<file path="config.mk">
export PLATFORM = sky130hd
export DESIGN_NAME = ldlt_result_rx
export DESIGN_NICKNAME = d
export VERILOG_FILES = /design/src/rtl/ldlt_result_rx.sv
export SDC_FILE = /design/constraint.sdc
export NUM_CORES = 1
export LEC_CHECK = 0
export CORE_ASPECT_RATIO = 2
export CORE_MARGIN = 3
export CORE_UTILIZATION = 60
export CTS_CLUSTER_DIAMETER = 150
export CTS_CLUSTER_SIZE = 25
export DETAILED_ROUTE_END_ITERATION = 7
export PLACE_DENSITY = 0.82
export SYNTH_ARGS = -nofsm -noshare
export SYNTH_HDL_FRONTEND = slang
export SYNTH_SLANG_ARGS = --single-unit
</file>
<file path="constraint.sdc">
create_clock -name clk -period 14.5 [get_ports clk]
set_input_delay 2.175 -clock clk [delete_from_list [all_inputs] [get_ports clk]]
set_output_delay 2.175 -clock clk [all_outputs]
set_load 0.05 [all_outputs]
</file>
<file path="src/rtl/ldlt_result_rx.sv">
// Receiver for the LDLT factorization result stream: tags each word with (row, col),
// buffers it and re-emits it on valid/ready. Optional D-sign check: LDLT_RX_DIAG_CHECK_EN.
module ldlt_result_rx #(
    parameter int DATA_LEN   = 32,
    parameter int NODE_NUM   = 100,
    parameter int FRACTION   = 16,
    parameter int FIFO_DEPTH = 16
) (
    input  logic                clk,
    input  logic                rst,
    input  logic                i_valid,
    input  logic [DATA_LEN-1:0] i_data,
    output logic                o_valid,
    input  logic                o_ready,
    output logic [DATA_LEN-1:0] o_data,
    output logic [9:0]          o_row,
    output logic [9:0]          o_col,
    output logic                o_is_diag,
    output logic                o_last,
    output logic                o_done,
    output logic                o_overflow,
    output logic                o_err,
    output logic                o_diag_nonpos
);

    localparam int DIM = 6 * NODE_NUM;
    localparam int AW  = (FIFO_DEPTH > 1) ? $clog2(FIFO_DEPTH) : 1;
    localparam int EW  = DATA_LEN + 22;
    localparam logic [9:0]  LAST_IDX = 10'(DIM - 1);
    localparam logic [AW:0] FULL_CNT = (AW + 1)'(FIFO_DEPTH);

    // FRACTION only scales the data format; the sign check does not need it.
    if (DIM > 1023 || FIFO_DEPTH < 2 || (FIFO_DEPTH & (FIFO_DEPTH - 1)) != 0 ||
        FRACTION < 0 || FRACTION >= DATA_LEN) begin : g_param_check
        $error("ldlt_result_rx: illegal parameter combination");
    end

    typedef enum logic [1:0] {IDLE, RECV, DRAIN} state_t;

    state_t         state, state_nxt;
    logic [9:0]     row, col;
    logic           beat, drain_hit, done;
    logic           is_diag_idx, is_last_idx;
    logic           empty, full, push, pop;
    logic [EW-1:0]  mem [FIFO_DEPTH];
    logic [EW-1:0]  head;
    logic [AW-1:0]  wr_ptr, rd_ptr;
    logic [AW:0]    count;
    logic           overflow, err, diag_nonpos;

    assign is_diag_idx = (row == col);
    assign is_last_idx = (row == LAST_IDX) && (col == LAST_IDX);
    assign empty       = (count == '0);
    assign full        = (count == FULL_CNT);

    always_ff @(posedge clk) begin
        if (rst) state <= IDLE;
        else     state <= state_nxt;
    end

    always_comb begin
        state_nxt = state;
        case (state)
            IDLE, RECV: begin
                if (i_valid) state_nxt = is_last_idx ? DRAIN : RECV;
            end
            DRAIN: begin
                if (empty) state_nxt = IDLE;
            end
            default: state_nxt = IDLE;
        endcase
    end

    always_comb begin
        beat      = i_valid && (state != DRAIN);
        drain_hit = i_valid && (state == DRAIN);
        done      = (state == DRAIN) && empty;
    end

    // Counters follow every beat, dropped or not, so later words keep their coordinates.
    always_ff @(posedge clk) begin
        if (rst || done) begin
            row <= '0;
            col <= '0;
        end else if (beat) begin
            if (is_last_idx) begin
                row <= '0;
                col <= '0;
            end else if (row == LAST_IDX) begin
                col <= col + 10'd1;
                row <= col + 10'd1;
            end else begin
                row <= row + 10'd1;
            end
        end
    end

    // A full FIFO still accepts a word when the head leaves in the same cycle.
    assign pop  = !empty && o_ready;
    assign push = beat && (!full || pop);

    always_ff @(posedge clk) begin
        if (push) mem[wr_ptr] <= {i_data, row, col, is_diag_idx, is_last_idx};
    end

    always_ff @(posedge clk) begin
        if (rst) begin
            wr_ptr <= '0;
            rd_ptr <= '0;
            count  <= '0;
        end else begin
            if (push) wr_ptr <= wr_ptr + 1'b1;
            if (pop)  rd_ptr <= rd_ptr + 1'b1;
            case ({push, pop})
                2'b10:   count <= count + 1'b1;
                2'b01:   count <= count - 1'b1;
                default: count <= count;
            endcase
        end
    end

    always_ff @(posedge clk) begin
        if (rst) begin
            overflow <= 1'b0;
            err      <= 1'b0;
        end else begin
            if (beat && full && !pop) overflow <= 1'b1;
            if (drain_hit)            err      <= 1'b1;
        end
    end

`ifdef LDLT_RX_DIAG_CHECK_EN
    function automatic logic is_nonpos(input logic signed [DATA_LEN-1:0] v);
        return v <= 0;
    endfunction

    always_ff @(posedge clk) begin
        if (rst)                                          diag_nonpos <= 1'b0;
        else if (push && is_diag_idx && is_nonpos(i_data)) diag_nonpos <= 1'b1;
    end
`else
    assign diag_nonpos = 1'b0;
`endif

    // Head fields read as zero while the buffer is empty, matching the reset view.
    assign head    = mem[rd_ptr];
    assign o_valid = !empty;
    assign {o_data, o_row, o_col, o_is_diag, o_last} = empty ? '0 : head;
    assign o_done        = done;
    assign o_overflow    = overflow;
    assign o_err         = err;
    assign o_diag_nonpos = diag_nonpos;

endmodule

</file>
==> results.md <==
- Initial antenna violation count: 3
- Area added between synthesis and finish: 8.28%
- Routability cong.: 0.781
- FF-to-FF path depth: 5
- Starting DRT DRC Count: 2094
- Synthesized area: 35200 um2
- Worst Path Arrival: 5.56 ns
- Layout cell share with drive strength beyond 1: 22.5%
- Largest net degree at the start of global routing: 193
- Synthesis warning total: 0
- First-pass GRT wire length: 117000 um
- GRT Residual Overflow: 0
- Adder-cell area share of the yosys netlist: 0.320%
- Static leakage: 0.0117 uW
- Max Buffers Root-to-Sink: 3
- Reg area: 26800 um2
- Core Area: 57600 um2
- Crit path max fanout: 120
- I/O Buffers: 93
- Post-route insts no fill: 2402
- Row cnt: 124
- Root Driver: clkbuf_16
- CTS tree: done
- Core Util, Final: 66.1%
- Worst IR drop on VDD: 0.177 mV
- Min cycle time layout: 7.74 ns
- Top post-synthesis cells by count: 864 x edfxtp_1, 270 x mux4_2, 54 x and2_1, 50 x nor2_1, 43 x clkbuf_1
- Kind of critical path: register to output pin
- Critical-path top delay cell: dfxtp_4
- Met1 layer wirelength in the final routing: 26400 um
- WL final: 79100 um
- Hold-fix buffers, CTS: 0
- Syn Inst Count: 1560
- Primary FF master, synth: edfxtp_1
- Vias per inst: 6.85
- Skew-Pair Late Insertion Delay: 0.62 ns
- Setup crit start kind: register
- Fmax: 129 MHz
- Largest family of logic cells by synthesized area: multiplexers
- Yosys cell types: 50
- Multi-input gate area: 8010 um2
- CP Capture Type: output pin
- Placed cell count: 2349
- Fin nets: 1682
- Fin Hold WS: 0.483 ns
- Worst-path cell chain: buf_12, buf_4, mux4_2, mux4_2, and2_1, clkdlybuf4s50_1
- Filler cell count: 3435
- Simple-gate share of the synthesized area: 2.85%
- Initial Util: 61.1%
- Synth Area in Compound Gates: 1.02%
- Largest cells by area after synthesis: edfxtp_1 74%, mux4_2 17%, dfxtp_1 2.3%
- Ys async rst share: 0%
- Chip height: 348 um
- Syn_nets: 1605
- Antenna violation net count after detailed routing: 0
- Slew @ Worst Pin: 1.17 ns
- DR WL met3: 6540 um
- Routed WL per cell: 32.9 um
- XOR/XNOR Fraction of Synth Area: 0.772%
- #FFs+latches synth: 905
- Multiplexer area fraction after synthesis: 17.5%
- Final hold vios: 0
- Synth top area share: 73.8%
- CTS buffer count: 42
- Clock-pin slew on the worst setup and hold paths: 0.09 ns
- CTS resizes: 0
- Number of global-route vias before repair: 17577
- Die X-Extent: 177 um
- Power Density: 155 nW/um2
- Via count: 16445
- Final Setup Violations: 0
- Dpl hpwl: 39100 um
- Worst Path Required: 12.32 ns
- Num ports: 95
- Status: completed
- Largest area contributor in the netlist: edfxtp_1
- Max_slew headroom: 22.2%
- Crit path top cell by count: mux4_2
- Max H-tree Level: 2
- Clock Skew: 0.0428 ns
- Depth of the worst hold-timing path: 2
- Setup tns final: 0 ns
- DR WL met2: 42200 um
- Number of synthesized flops with an enable pin: 864
- HP Class: register to register
- Die Area: 61700 um2
- Register area share after synthesis: 76.1%
- Drt drc: 0
- Most numerous cell in the Yosys netlist: edfxtp_1
- Unrepaired setup endpoints after global routing: false
- Total GRT Usage: 26.4%
- Clock sink count: 905
- Post-CTS setup buffers: 0
- Fin crit share: 53.4%
- Highest routed layer: met5
- Fin. max-slew vios: 0
- TritonRoute pass-1 iters: 5
- Max incr delay on CP: 1.04 ns
- Max_cap viols: 0
- Average footprint of a synthesized cell: 22.5 um2
## cells in the final DEF (no fill, tap or decap), drive strengths merged, types with 11 or more instances in the layout
master,synthesis,routed
a21oi,21,21
o21ai,12,12
nand3,11,11
inv,8,11
clkbuf,43,48
edfxtp,864,864
nor2,50,50
xor2,16,16
dfxtp,41,41
mux4,270,270
clkdlybuf4s50,0,93
buf,43,26
nand2,23,23
xnor2,15,15
and2,54,54
## sequential cells by signal, indices dropped and copies added (netlist names), named ones only
| register | flops |
|---|---|
| mem | 864 |
| col | 10 |
| row | 10 |
| count | 5 |
| rd_ptr | 4 |
| wr_ptr | 4 |
| state | 2 |
| o_err | 1 |
| o_overflow | 1 |
## logic make-up after synthesis
logic type	count (synthesis)
compound gates	55
buf+inv	94
mux	276
fa+ha+maj	9
simple gates	189
flops	905
other cells	1
xor+xnor	31
## metal layers
layer	up-vias	track usage, %
met1	8584	33.8
met2	996	45.2
met3	240	3.94
met4	2	12.0
met5	-	0
li1	6623	-
## where the power goes
group / switching [uW] / internal [uW] / leakage, uW
Combinational: 928 / 685 / 0.00258
Clock: 756 / 546 / 0.000560
Sequential: 79.3 / 2920 / 0.00853
Total: 1760 / 4150 / 0.0117
## through the flow
stage | instance area, um2 | setup slack, ns | total power, uW
3_5_place_dp | 36900 | 7.15 | 4690
5_1_grt | 38100 | 6.28 | 6110
3_3_place_gp | 36900 | 7.24 | 4660
2_1_floorplan | 35200 | 7.33 | 4230
4_1_cts | 38100 | 6.53 | 5960
6_report | 38100 | 6.76 | 5910
## worst paths after layout
| check | start | end | slack, ns |
|---|---|---|---|
| worst max-delay path | register | o_col[6] | 6.76 |
| worst min-delay path | rd_ptr[3] | register | 0.48 |
| worst max register to register | count[1] | mem[5][34] | 10.91 |
| worst min register to register | rd_ptr[3] | register | 0.48 |
## final cells by class
type / count / area share, %
well taps: 756 / 2.49
clock buffers: 48 / 2.88
diodes: 2 / 0.0131
flip-flops and latches: 905 / 70.4
repair buffers: 119 / 3.02
multi-input cells: 561 / 21.0
inverters: 8 / 0.0789
clock inverters: 3 / 0.128
## critical path, delay by kind of cell (launching register included)
family / cells / cell delay, ns
buffers and inverters: 3 / 2.34
multiplexers: 2 / 1.11
flip-flops: 1 / 1.04
AND/OR/NAND/NOR: 1 / 0.28
No activity file was read; power rests on OpenSTA's default activity.
==> variant, RTL diff (same settings) <==
The parameter `FIFO_DEPTH` goes from 16 to 8.
--- a/src/rtl/ldlt_result_rx.sv
+++ b/src/rtl/ldlt_result_rx.sv
@@ -4,7 +4,7 @@
     parameter int DATA_LEN   = 32,
     parameter int NODE_NUM   = 100,
     parameter int FRACTION   = 16,
-    parameter int FIFO_DEPTH = 16
+    parameter int FIFO_DEPTH = 8
 ) (
     input  logic                clk,
     input  logic                rst,
Function: same outputs for any inputs over 4 cycles, from zero or initial values and one cycle with rst high; that may be too few to reach the edited logic, so the function may still have changed.
==> variant against the unedited design <==
- clock skew shrank 0.031 ns
- sequential cell count shrank 436
- wire length shrank 55%
- sequential share of layout area shrank 3.2 points
- largest power group unchanged
- design area shrank 46%
- non-clock buffer count shrank 12
- power shrank 46%
- critical path type unchanged
- worst setup slack gained 1.1 ns
- largest cell class unchanged
- synthesized area shrank 47%
- die area shrank 46%
==> variant: results (changes against the unedited design) <==
| Metric | Value |
|---|---|
| Status | `finished clean` |
| M2 GR Usage | `38.64% (-6.6 points)` |
| Critical Path AT | `4.48 ns (-1.08 ns)` |
| Register-to-Register Path Depth | `6 (+1)` |
| # H-tree levels | `1 (-1)` |
| Met1 GRT Util | `29.41% (-4.4 points)` |
| Yosys cell types | `57 (+14%)` |
| Hold depth | `2 (unchanged)` |
| GRT Total Usage | `22.14% (-4.3 points)` |
| Slowest stage delay, CP | `0.87 ns (-0.17 ns)` |
| Ys async rst share | `0% (unchanged)` |
| CP max FO | `49 (-59%)` |
| Drt total wl | `35660 um (-55%)` |
| First-pass GRT wire length | `55060 um (-53%)` |
| Fillers | `1874 (-45%)` |
| Synth warn | `0 (unchanged)` |
| Vias per inst | `6.386 (-6.7%)` |
| Met3 Track Usage GR | `2.725% (-1.2 points)` |
| Slowest CP cell | `buf_4` |
| Port bufs | `93 (unchanged)` |
| Post-CTS resize count | `0 (unchanged)` |
| Sw Ratio | `31.97% (+2.1 points)` |
| Final net count | `1075 (-36%)` |
| Worst reg2reg startpoint | `row[0]` |
| Share of layout cells above drive strength 1 | `16.10% (-6.4 points)` |
| Worst skew pair latency | `0.54 ns (-0.08 ns)` |
| Post-DP HPWL | `19270 um (-51%)` |
| Setup WS pre-CTS | `8.273 ns (+1.124 ns)` |
| Max-Slew Margin vs Limit | `30.74% (+8.6 points)` |
| # Post-CTS Setup Buffers | `0 (unchanged)` |
| Max VDD drop | `265.1 uV (+50%)` |
| CTS root buf | `clkbuf_16` |
| Detailed Routing Iterations Pass 1 | `5 (unchanged)` |
| Leakage | `6.245 nW (-46%)` |
| Post-synth net total | `1000 (-38%)` |
| GPL Wtd Cong | `0.8484 (+8.7%)` |
| Largest cells by area after synthesis | `edfxtp_1, mux4_2, dfxtp_1, mux2i_1, nor2_1` |
| Clock Skews | `0.01211 ns (-0.03065 ns)` |
| Largest net degree at the start of global routing | `62 (-68%)` |
| 1st-iter DRT viols | `829 (-60%)` |
| Post-synth top cells | `edfxtp_1, mux4_2, nor2_1` |
| Total CTS buffers | `22 (-48%)` |
| Hold Startpoint | `rd_ptr[1]` |
| Number of flops mapped to enable cells by yosys | `432 (-50%)` |
| Sequential area share after synthesis | `74.15% (-2.0 points)` |
| CP delay by family, top | `buffers and inverters` |
| Reg-to-Reg End | `col[6]` |
| Max clock buf depth | `3 (unchanged)` |
| Vias in the first global route | `9326 (-47%)` |
| Reg-to-reg slack, setup | `11.87 ns (+0.96 ns)` |
| Top flop regs | `mem x432, col x10, row x10` |
variant: cell count changes after synthesis, moves of 6 or more:
| cell | before | now |
|---|---|---|
| clkbuf_1 | 43 | 25 |
| nor2b_1 | 7 | 1 |
| nor2_1 | 50 | 91 |
| and2_1 | 54 | 2 |
| edfxtp_1 | 864 | 432 |
| mux2i_1 | 5 | 58 |
| buf_6 | 16 | 3 |
| mux4_2 | 270 | 108 |
variant: final cells by class:
type / instances / area share [%]
diodes: 2 / 0.02451
clock buffers: 39 / 3.113
clock inverters: 1 / 0.04289
inverters: 6 / 0.1103
multi-input cells: 428 / 22.17
flip-flops and latches: 469 / 67.21
well taps: 368 / 2.255
repair buffers: 107 / 5.073
variant: stage by stage:
step | instances | area, um2 | util (%) | hold slack (ns)
after floorplan | 959 | 18490 | - | 0.4541
after global placement | 1378 | 19770 | 65.27 | 0.4578
after detailed placement | 1378 | 19770 | 65.27 | 0.4608
after CTS | 1418 | 20420 | 67.40 | 0.4895
after global routing | 1420 | 20420 | 67.41 | 0.5118
final | 1420 | 20420 | 67.41 | 0.4883
variant: power by group through the flow:
stage               combinational, mW  sequential [mW]  clock (mW)
finish                          0.981             1.55       0.681
global route                     1.04             1.56       0.742
floorplan                       0.729             1.55           0
detailed placement              0.993             1.58           0
CTS                             0.997             1.55       0.698
global placement                0.987             1.58           0
variant: how the worst max path moves through the flow:
| stage | from | end | slack, ns |
|---|---|---|---|
| after CTS | register | o_col[1] | 7.62 |
| after detailed placement | register | o_col[1] | 8.27 |
| final | register | o_col[1] | 7.85 |
| after floorplan | i_valid | mem[0][0] | 6.17 |
| after global routing | register | o_data[31] | 7.41 |
| after global placement | register | o_col[1] | 8.28 |
variant: worst register-to-register path, delay by kind of cell, from the launching register on:
family,cells,cell delay (ns)
adder cells (fa/ha/maj),1,0.33
flip-flops,1,0.68
AO/OA/AOI/OAI,1,0.14
AND/OR/NAND/NOR,4,1.41
variant: kinds of logic (layout without fill, tap and decap cells):
group,Yosys count,count (layout),share of synthesized area [%]
buf+inv,62,153,1.664
fa+ha+maj,5,5,0.3383
other cells,1,3,0.02028
simple gates,177,177,4.621
xor+xnor,27,27,1.279
mux,166,166,16.29
compound gates,52,52,1.631
flops,469,469,74.15
variant: layer usage:
| metal | routed length (um) | vias to the layer above |
|---|---|---|
| li1 | - | 3963 |
| met1 | 13310 | 4719 |
| met2 | 19460 | 334 |
| met3 | 2056 | 52 |
| met4 | 830 | 0 |
| met5 | 0 | - |
